`src/rtl/addsub_pkg.sv`:
```
// Shared types and constants for the round-robin add/sub arbiter.
package addsub_pkg;

  localparam logic OP_ADD  = 1'b0;
  localparam logic OP_SUB  = 1'b1;
  localparam int   OPCNT_W = 16;

  typedef enum logic [1:0] {
    IDLE,
    EXEC,
    RESP
  } state_t;

endpackage

```
`src/rtl/addsub_unit.sv`:
```
// Combinational DATA_W add/subtract with a DATA_W+1 result; the top bit is carry (add) or borrow (sub).
module addsub_unit
  import addsub_pkg::*;
#(
  parameter int DATA_W = 8
) (
  input  logic [DATA_W-1:0] a,
  input  logic [DATA_W-1:0] b,
  input  logic              op,
  output logic [DATA_W:0]   result
);

  always_comb begin
    if (op == OP_SUB) begin
      result = {1'b0, a} - {1'b0, b};
    end else begin
      result = {1'b0, a} + {1'b0, b};
    end
  end

endmodule

```
`src/rtl/addsub_arbiter.sv`:
```
// Round-robin scheduler sharing one add/sub unit between NUM_REQ requesters.
// Optional ADDSUB_ARB_OPCNT_EN adds a saturating response counter on op_count.
module addsub_arbiter
  import addsub_pkg::*;
#(
  parameter int NUM_REQ = 4,
  parameter int DATA_W  = 8
) (
  input  logic                       clk,
  input  logic                       rst_n,
  input  logic [NUM_REQ-1:0]         req_valid,
  output logic [NUM_REQ-1:0]         req_ready,
  input  logic [NUM_REQ-1:0]         req_op,
  input  logic [NUM_REQ*DATA_W-1:0]  req_a,
  input  logic [NUM_REQ*DATA_W-1:0]  req_b,
  output logic                       rsp_valid,
  input  logic                       rsp_ready,
  output logic [DATA_W:0]            rsp_data,
  output logic [$clog2(NUM_REQ)-1:0] rsp_id,
  output logic                       busy
`ifdef ADDSUB_ARB_OPCNT_EN
  ,
  output logic [OPCNT_W-1:0]         op_count
`endif
);

  localparam int IDW = $clog2(NUM_REQ);

  state_t            state_reg, state_next;
  logic [IDW-1:0]    rr_ptr_reg, rr_ptr_next;
  logic [IDW-1:0]    id_reg, id_next;
  logic [DATA_W-1:0] a_reg, a_next;
  logic [DATA_W-1:0] b_reg, b_next;
  logic              op_reg, op_next;
  logic [DATA_W:0]   rsp_data_reg, rsp_data_next;
  logic              rsp_valid_reg, rsp_valid_next;
  logic              busy_reg, busy_next;

  logic [DATA_W-1:0] a_arr [NUM_REQ];
  logic [DATA_W-1:0] b_arr [NUM_REQ];
  logic [IDW-1:0]    grant_idx;
  logic              grant_en;
  logic              rsp_hs;
  logic [DATA_W:0]   unit_result;

  // First valid index at or after ptr, wrapping around.
  function automatic logic [IDW-1:0] rr_pick(input logic [NUM_REQ-1:0] valid,
                                             input logic [IDW-1:0]     ptr);
    logic [IDW-1:0] pick;
    logic           found;
    int             idx;
    pick  = '0;
    found = 1'b0;
    for (int i = 0; i < NUM_REQ; i++) begin
      idx = (int'(ptr) + i) % NUM_REQ;
      if (!found && valid[idx[IDW-1:0]]) begin
        pick  = idx[IDW-1:0];
        found = 1'b1;
      end
    end
    return pick;
  endfunction

  genvar gi;
  generate
    for (gi = 0; gi < NUM_REQ; gi++) begin : g_req
      assign a_arr[gi]     = req_a[gi*DATA_W +: DATA_W];
      assign b_arr[gi]     = req_b[gi*DATA_W +: DATA_W];
      assign req_ready[gi] = grant_en && (grant_idx == IDW'(gi));
    end
  endgenerate

  assign grant_idx = rr_pick(req_valid, rr_ptr_reg);
  assign grant_en  = (state_reg == IDLE) && (|req_valid);
  assign rsp_hs    = (state_reg == RESP) && rsp_ready;

  addsub_unit #(
    .DATA_W(DATA_W)
  ) u_unit (
    .a      (a_reg),
    .b      (b_reg),
    .op     (op_reg),
    .result (unit_result)
  );

  always_ff @(posedge clk or negedge rst_n) begin
    if (!rst_n) begin
      state_reg     <= IDLE;
      rr_ptr_reg    <= '0;
      id_reg        <= '0;
      a_reg         <= '0;
      b_reg         <= '0;
      op_reg        <= OP_ADD;
      rsp_data_reg  <= '0;
      rsp_valid_reg <= 1'b0;
      busy_reg      <= 1'b0;
    end else begin
      state_reg     <= state_next;
      rr_ptr_reg    <= rr_ptr_next;
      id_reg        <= id_next;
      a_reg         <= a_next;
      b_reg         <= b_next;
      op_reg        <= op_next;
      rsp_data_reg  <= rsp_data_next;
      rsp_valid_reg <= rsp_valid_next;
      busy_reg      <= busy_next;
    end
  end

  always_comb begin
    state_next     = state_reg;
    rr_ptr_next    = rr_ptr_reg;
    id_next        = id_reg;
    a_next         = a_reg;
    b_next         = b_reg;
    op_next        = op_reg;
    rsp_data_next  = rsp_data_reg;
    rsp_valid_next = rsp_valid_reg;
    busy_next      = busy_reg;
    case (state_reg)
      IDLE: begin
        if (grant_en) begin
          a_next     = a_arr[grant_idx];
          b_next     = b_arr[grant_idx];
          op_next    = req_op[grant_idx];
          id_next    = grant_idx;
          busy_next  = 1'b1;
          state_next = EXEC;
        end
      end
      EXEC: begin
        rsp_data_next  = unit_result;
        rsp_valid_next = 1'b1;
        state_next     = RESP;
      end
      RESP: begin
        if (rsp_hs) begin
          rsp_valid_next = 1'b0;
          busy_next      = 1'b0;
          rr_ptr_next    = (id_reg == IDW'(NUM_REQ - 1)) ? '0 : id_reg + 1'b1;
          state_next     = IDLE;
        end
      end
      default: state_next = IDLE;
    endcase
  end

  assign rsp_valid = rsp_valid_reg;
  assign rsp_data  = rsp_data_reg;
  assign rsp_id    = id_reg;
  assign busy      = busy_reg;

`ifdef ADDSUB_ARB_OPCNT_EN
  logic [OPCNT_W-1:0] op_count_reg;

  always_ff @(posedge clk or negedge rst_n) begin
    if (!rst_n) begin
      op_count_reg <= '0;
    end else if (rsp_hs && (op_count_reg != '1)) begin
      op_count_reg <= op_count_reg + 1'b1;
    end
  end

  assign op_count = op_count_reg;
`endif

endmodule

```
`config.mk`:
```
export PLATFORM = sky130hd
export DESIGN_NAME = addsub_arbiter
export DESIGN_NICKNAME = d
export VERILOG_FILES = /design/src/rtl/addsub_pkg.sv /design/src/rtl/addsub_unit.sv /design/src/rtl/addsub_arbiter.sv
export SDC_FILE = /design/constraint.sdc
export NUM_CORES = 1
export LEC_CHECK = 0
export CORE_MARGIN = 2
export CORE_UTILIZATION = 49
export CTS_CLUSTER_DIAMETER = 150
export DETAILED_ROUTE_END_ITERATION = 12
export PLACE_DENSITY = 0.87
export SLEW_MARGIN = 40
export SYNTH_ARGS = -nofsm -noshare
export SYNTH_HDL_FRONTEND = slang
export SYNTH_HIERARCHICAL = 1
export SYNTH_SLANG_ARGS = --single-unit
```
`constraint.sdc`:
```
create_clock -name clk -period 3.8 [get_ports clk]
set_input_delay 0.57 -clock clk [delete_from_list [all_inputs] [get_ports clk]]
set_output_delay 0.57 -clock clk [all_outputs]
set_load 0.05 [all_outputs]
```
# Word level (Yosys, flattened, before mapping)
# Cells that the tools add are included.
# word_totals
reg_bits	34
in_bits	75
out_inout_bits	17
wordCells	84
# classes
add_sub_neg	6
magnitude_cmp	6
n_eq_ne	8
n_mux	32
bitwise	1
n_reduce_logical	22
# op_table
op	n
binary-select mux 8 bit (select 2 bit)	2
2-to-1 mux 8 bit	4
less-than comparator 2 x 3 -> 1 bit, second input constant	5
2-to-1 mux 2 bit	7
binary-select mux 1 bit (select 2 bit)	5
2-to-1 mux 1 bit	10
adder 8 x 8 -> 9 bit	1
logical AND 1 bit	9
2-to-1 mux 9 bit	1
subtractor 8 x 8 -> 9 bit	1
equality test 2 bit, second input constant	4
AND reduction 2 bit	4
case mux 2 bit (3 select lines)	1
adder 2 x 1 -> 2 bit, second input constant	2
adder 2 bit, second input constant	2
equality test 2 x 1 -> 1 bit, second input constant	2
logical NOT 2 bit	2
!= test 2 bit, second input constant	2
case mux 1 bit (2 select lines)	2
nonzero test 2 bit	2
OR reduction 4 bit	1
greater-or-equal comparator 3 bit, second input constant	1
logical NOT 1 bit	3
inverter 2 -> 3 bit	1
AND reduction 3 bit	1

# Logic depth before layout (Yosys ltp)
# depth
ltp_word	16
ltp_mapped	10
depth_no_buf	10

# Modules after synthesis
# The synthesis kept the hierarchy.
# modules_own_cells
module	n_inst	cells_each	area_per_inst_um2	seq_area_each_um2
addsub_arbiter	1	182	1939.4	850.8
addsub_unit	1	72	559.3	0.0

# Worst setup path before layout
# No wires, ideal clock.
# synth_timing
path_type	in2out
start	input port req_valid[3]
end	output port req_ready[0]
arrival_ns	2.363
required_time_ns	3.230
setup_slack_ns	0.867
stages	5
n_path_buf	2
cell_sequence	nor4_1 or3_1 buf_2 buf_1 nor3_1
# synth_between
elab_chain_cells	14
elab_cells_between_ends	25
cone_classes	mux (15); reduce/logical (10)
# synth_lines
item	line_no	rtl
from (decl)	addsub_arbiter.sv:11	input logic [NUM_REQ-1:0] req_valid,
binary-select mux 1 bit (select 2 bit)	addsub_arbiter.sv:56	if (!found && valid[idx[IDW-1:0]]) begin
2-to-1 mux 1 bit (implied by the code)	addsub_arbiter.sv:56	
2-to-1 mux 1 bit	addsub_arbiter.sv:56	
logical NOT 1 bit	addsub_arbiter.sv:56	
logical AND 1 bit	addsub_arbiter.sv:56	
2-to-1 mux 1 bit	addsub_arbiter.sv:56	
logical NOT 1 bit	addsub_arbiter.sv:56	
logical AND 1 bit	addsub_arbiter.sv:56	
2-to-1 mux 1 bit	addsub_arbiter.sv:56	
logical NOT 1 bit	addsub_arbiter.sv:56	
logical AND 1 bit	addsub_arbiter.sv:56	
2-to-1 mux 2 bit	addsub_arbiter.sv:56	
logical NOT 2 bit	addsub_arbiter.sv:69	assign req_ready[gi] = grant_en && (grant_idx == IDW'(gi));
logical AND 1 bit *	addsub_arbiter.sv:69	
to (decl)	addsub_arbiter.sv:12	output logic [NUM_REQ-1:0] req_ready,
# Every way passes the cells marked *; elsewhere a longest branch is shown, timed or not. The select of a mux whose other input is x is not followed.

# Final worst setup path
# layout_timing
start	input port req_valid[3]
end	output port req_ready[3]
# layout_between
elab_chain_cells	14
elab_cells_between_ends	25
cone_classes	eq/ne (1); mux (15); reduce/logical (9)
# layout_lines
item	line_no
binary-select mux 1 bit (select 2 bit)	addsub_arbiter.sv:56
2-to-1 mux 1 bit (implied by the code)	addsub_arbiter.sv:56
2-to-1 mux 1 bit	addsub_arbiter.sv:56
logical NOT 1 bit	addsub_arbiter.sv:56
logical AND 1 bit	addsub_arbiter.sv:56
2-to-1 mux 1 bit	addsub_arbiter.sv:56
logical NOT 1 bit	addsub_arbiter.sv:56
logical AND 1 bit	addsub_arbiter.sv:56
2-to-1 mux 1 bit	addsub_arbiter.sv:56
logical NOT 1 bit	addsub_arbiter.sv:56
logical AND 1 bit	addsub_arbiter.sv:56
2-to-1 mux 2 bit	addsub_arbiter.sv:56
equality test 2 bit	addsub_arbiter.sv:69
logical AND 1 bit *	addsub_arbiter.sv:69
# Marked as above.

==> impl_metrics.py <==
metrics = {
    "cts": {
        "clk_latency_ns": 0.29,
        "cts.sinks": 34,
        "cts_tree": "done",
        "path_clk_slew_ns": 0.06,
        "post_cts_buffers": 0,
        "cts_made_buffers": 5,
        "cts_resized": 0,
        "ctsHoldBuffers": 0,
        "htree_levels": 2,
        "cts-root-buf": "clkbuf_8",
        "cts_max_path_buffers": 2,
    },
    "synth": {
        "synth_edf_count": 0,
        "async_flop_share_pct": 100,
        "yosysWarnings": 6,
        "synthFlopType": "dfrtp_1",
        "syn_area_um2": 2500,
        "ys_types": 51,
        "syn_avg_cell_area_um2": 9.84,
        "synth_seq_area_share_pct": 34.1,
        "syn_nets": 340,
        "netlist_instances": 254,
        "ys_ff_latch": 34,
    },
    "sta": {
        "slew_violations": 0,
        "fin_crit_sh_pct": 79.3,
        "fin_skew_ns": 0.00237,
        "hold_viol": 0,
        "slew_headroom_pct": 46.6,
        "tns_ns": 0,
        "fmax_mhz": 332,
        "rsz0062_at_grt": "no",
        "worstMarginPinSlew_ns": 0.800,
        "period_minus_slack_ns": 3.01,
        "setup_viol": 0,
    },
    "route": {
        "ant_nets": 0,
        "routed_wl_mm": 6.73,
        "drcViolationCount": 0,
        "drt-initial-drc-count": 134,
        "vias_per_cell": 5.87,
        "first_pass_iters": 6,
        "via_count": 2394,
        "wl_per_cell_um": 16.5,
    },
    "floorplan": {
        "rows": 25,
        "dieWidth_um": 75.4,
        "io-pin-count": 92,
        "die-area_um2": 5690,
        "start_util_pct": 51.9,
        "fp.coreArea_um2": 4820,
        "die-height_um": 75.4,
    },
    "hold_path": {
        "hold_path.class": "flop to flop",
        "hp-start": "rsp_data[5]",
        "min_to": "rsp_data[5]",
        "min_path_cells": 1,
    },
    "pwr": {
        "clockPowerShare_pct": 7.8,
        "p_seq_share_pct": 21.7,
        "p_sw_share_pct": 48.0,
        "internal_power_mw": 1.77,
        "powerDensity_nw_per_um2": 963,
        "ir_worst_vdd_mv": 0.486,
        "p_sw_mw": 1.64,
        "p_comb_share_pct": 70.5,
        "power.static_leakage_nw": 1.51,
    },
    "place": {
        "io_buffers": 91,
        "placed_area_um2": 3460,
        "hpwl_mm": 5.11,
        "routabilityCongestion": 0.782,
    },
    "global_routing": {
        "grt_pass1_wl_mm": 10.8,
        "antenna_found_initial": 0,
        "grt_usage_pct": 25.1,
        "grt-ovfl-total": 0,
        "grt_pass1_vias": 2316,
        "grt_max_degree": 35,
    },
    "job": {
        "maxCapViolCount": 0,
    },
    "cells_and_area": {
        "areaGrowthSynthToFinish_pct": 41.8,
        "fillCellCount": 395,
        "diodes": 0,
        "register_area_um2": 851,
        "multi_input_area_um2": 1530,
        "drive_gt1_share_pct": 11.7,
        "nNetsFinal": 428,
        "final_cell_area_um2": 3540,
        "largest_reg_flops": 9,
    },
    "critical_path": {
        "endpoint_kind": "primary output",
        "r2r_setup_slack_ns": 1.27,
        "crit_arrival_ns": 2.44,
        "rr_worst_depth": 9,
        "reg2reg_from": "b_reg[0]",
        "worstSetupPathType": "input pin to primary output",
        "required_ns": 3.23,
        "cp_max_fo": 19,
        "r2r_end": "rsp_data[8]",
        "cp-start-kind": "input pin",
    },
    "run_status": {
        "status": "finished clean",
    },
}
cells in the mapped netlist, types with 7 or more instances:
cell type	instances	share of area [%]
and3_1	18	4.5
a211oi_1	17	5.1
nor2_1	28	4.2
xnor2_1	9	3.2
inv_1	11	1.7
nand2_1	8	1.2
dfrtp_1	34	34
nor3_1	7	1.4
ha_1	10	5.0
mux2_2	11	5.0
a2111oi_0	7	2.5
mux2i_1	19	7.6
power by group through the flow:
stage / clock (mW) / combinational, mW / sequential (mW)
6_report: 0.266 / 2.41 / 0.741
5_1_grt: 0.283 / 2.64 / 0.766
4_1_cts: 0.267 / 2.40 / 0.741
3_5_place_dp: 0 / 2.39 / 0.746
3_3_place_gp: 0 / 2.31 / 0.737
2_1_floorplan: 0 / 1.63 / 0.933
placed cells by master, fill, tap and decap left out, drive strengths merged, types with 4 or more instances in the layout:
cell,n
xnor2,9
mux2,11
and3,18
a21oi,6
clkbuf,6
a2111oi,17
nor3,9
inv,11
nor2,29
buf,8
a211oi,17
clkdlybuf4s50,87
ha,10
nand2,9
dfrtp,34
mux2i,19
o21ai,6
a21o,4
metal layers:
| metal | wire length, um | global-route usage, % | up-vias |
|---|---|---|---|
| met2 | 3430 | 42.7 | 112 |
| met3 | 484 | 5.56 | 11 |
| met4 | 97 | 6.82 | 0 |
| met5 | 0 | 0 | - |
| li1 | - | - | 1125 |
| met1 | 2720 | 32.2 | 1146 |
critical path, cell delays in order:
cell and delay (ns):
clkdlybuf4s50_1 0.55, mux2i_1 0.14, a2bb2oi_4 0.41, nand2_4 0.23, nor3_1 0.34, buf_12 0.19
metrics by stage:
stage / total power [mW] / setup WS [ns] / utilization, % / std cells / hold WS (ns)
2_1_floorplan: 2.57 / 0.867 / - / 254 / 0.274
3_3_place_gp: 3.05 / 0.881 / 71.8 / 402 / 0.466
3_5_place_dp: 3.13 / 0.760 / 71.8 / 402 / 0.496
4_1_cts: 3.41 / 0.809 / 73.6 / 408 / 0.511
5_1_grt: 3.69 / 0.684 / 73.6 / 408 / 0.526
6_report: 3.41 / 0.788 / 73.6 / 408 / 0.505
worst max-delay path by stage:
stage | start | slack, ns | endpoint | depth (start not counted)
global route | req_valid[3] | 0.68 | req_ready[3] | 6
CTS | req_valid[3] | 0.81 | req_ready[3] | 6
finish | req_valid[3] | 0.79 | req_ready[3] | 6
global placement | req_valid[3] | 0.88 | req_ready[3] | 6
floorplan | req_valid[3] | 0.87 | req_ready[0] | 5
detailed placement | req_valid[0] | 0.76 | b_reg[5] | 6
logic make-up (layout without fill, tap and decap cells):
family	after synthesis	in the layout	share of synthesized area, %
compound gates	60	60	20.6
xor+xnor	12	12	4.21
fa+ha+maj	11	11	5.81
flops	34	34	34.1
buf+inv	26	113	5.01
simple gates	81	81	17.8
mux	30	30	12.6
cell type report:
type,instances,area share (%)
Clock buffer,6,2.33
Inverter,12,1.27
Multi-Input combinational cell,194,43.0
Sequential cell,34,24.0
Tap cell,67,2.37
Timing Repair Buffer,95,27.0
Note: power is estimated with default switching activity, not from simulation.
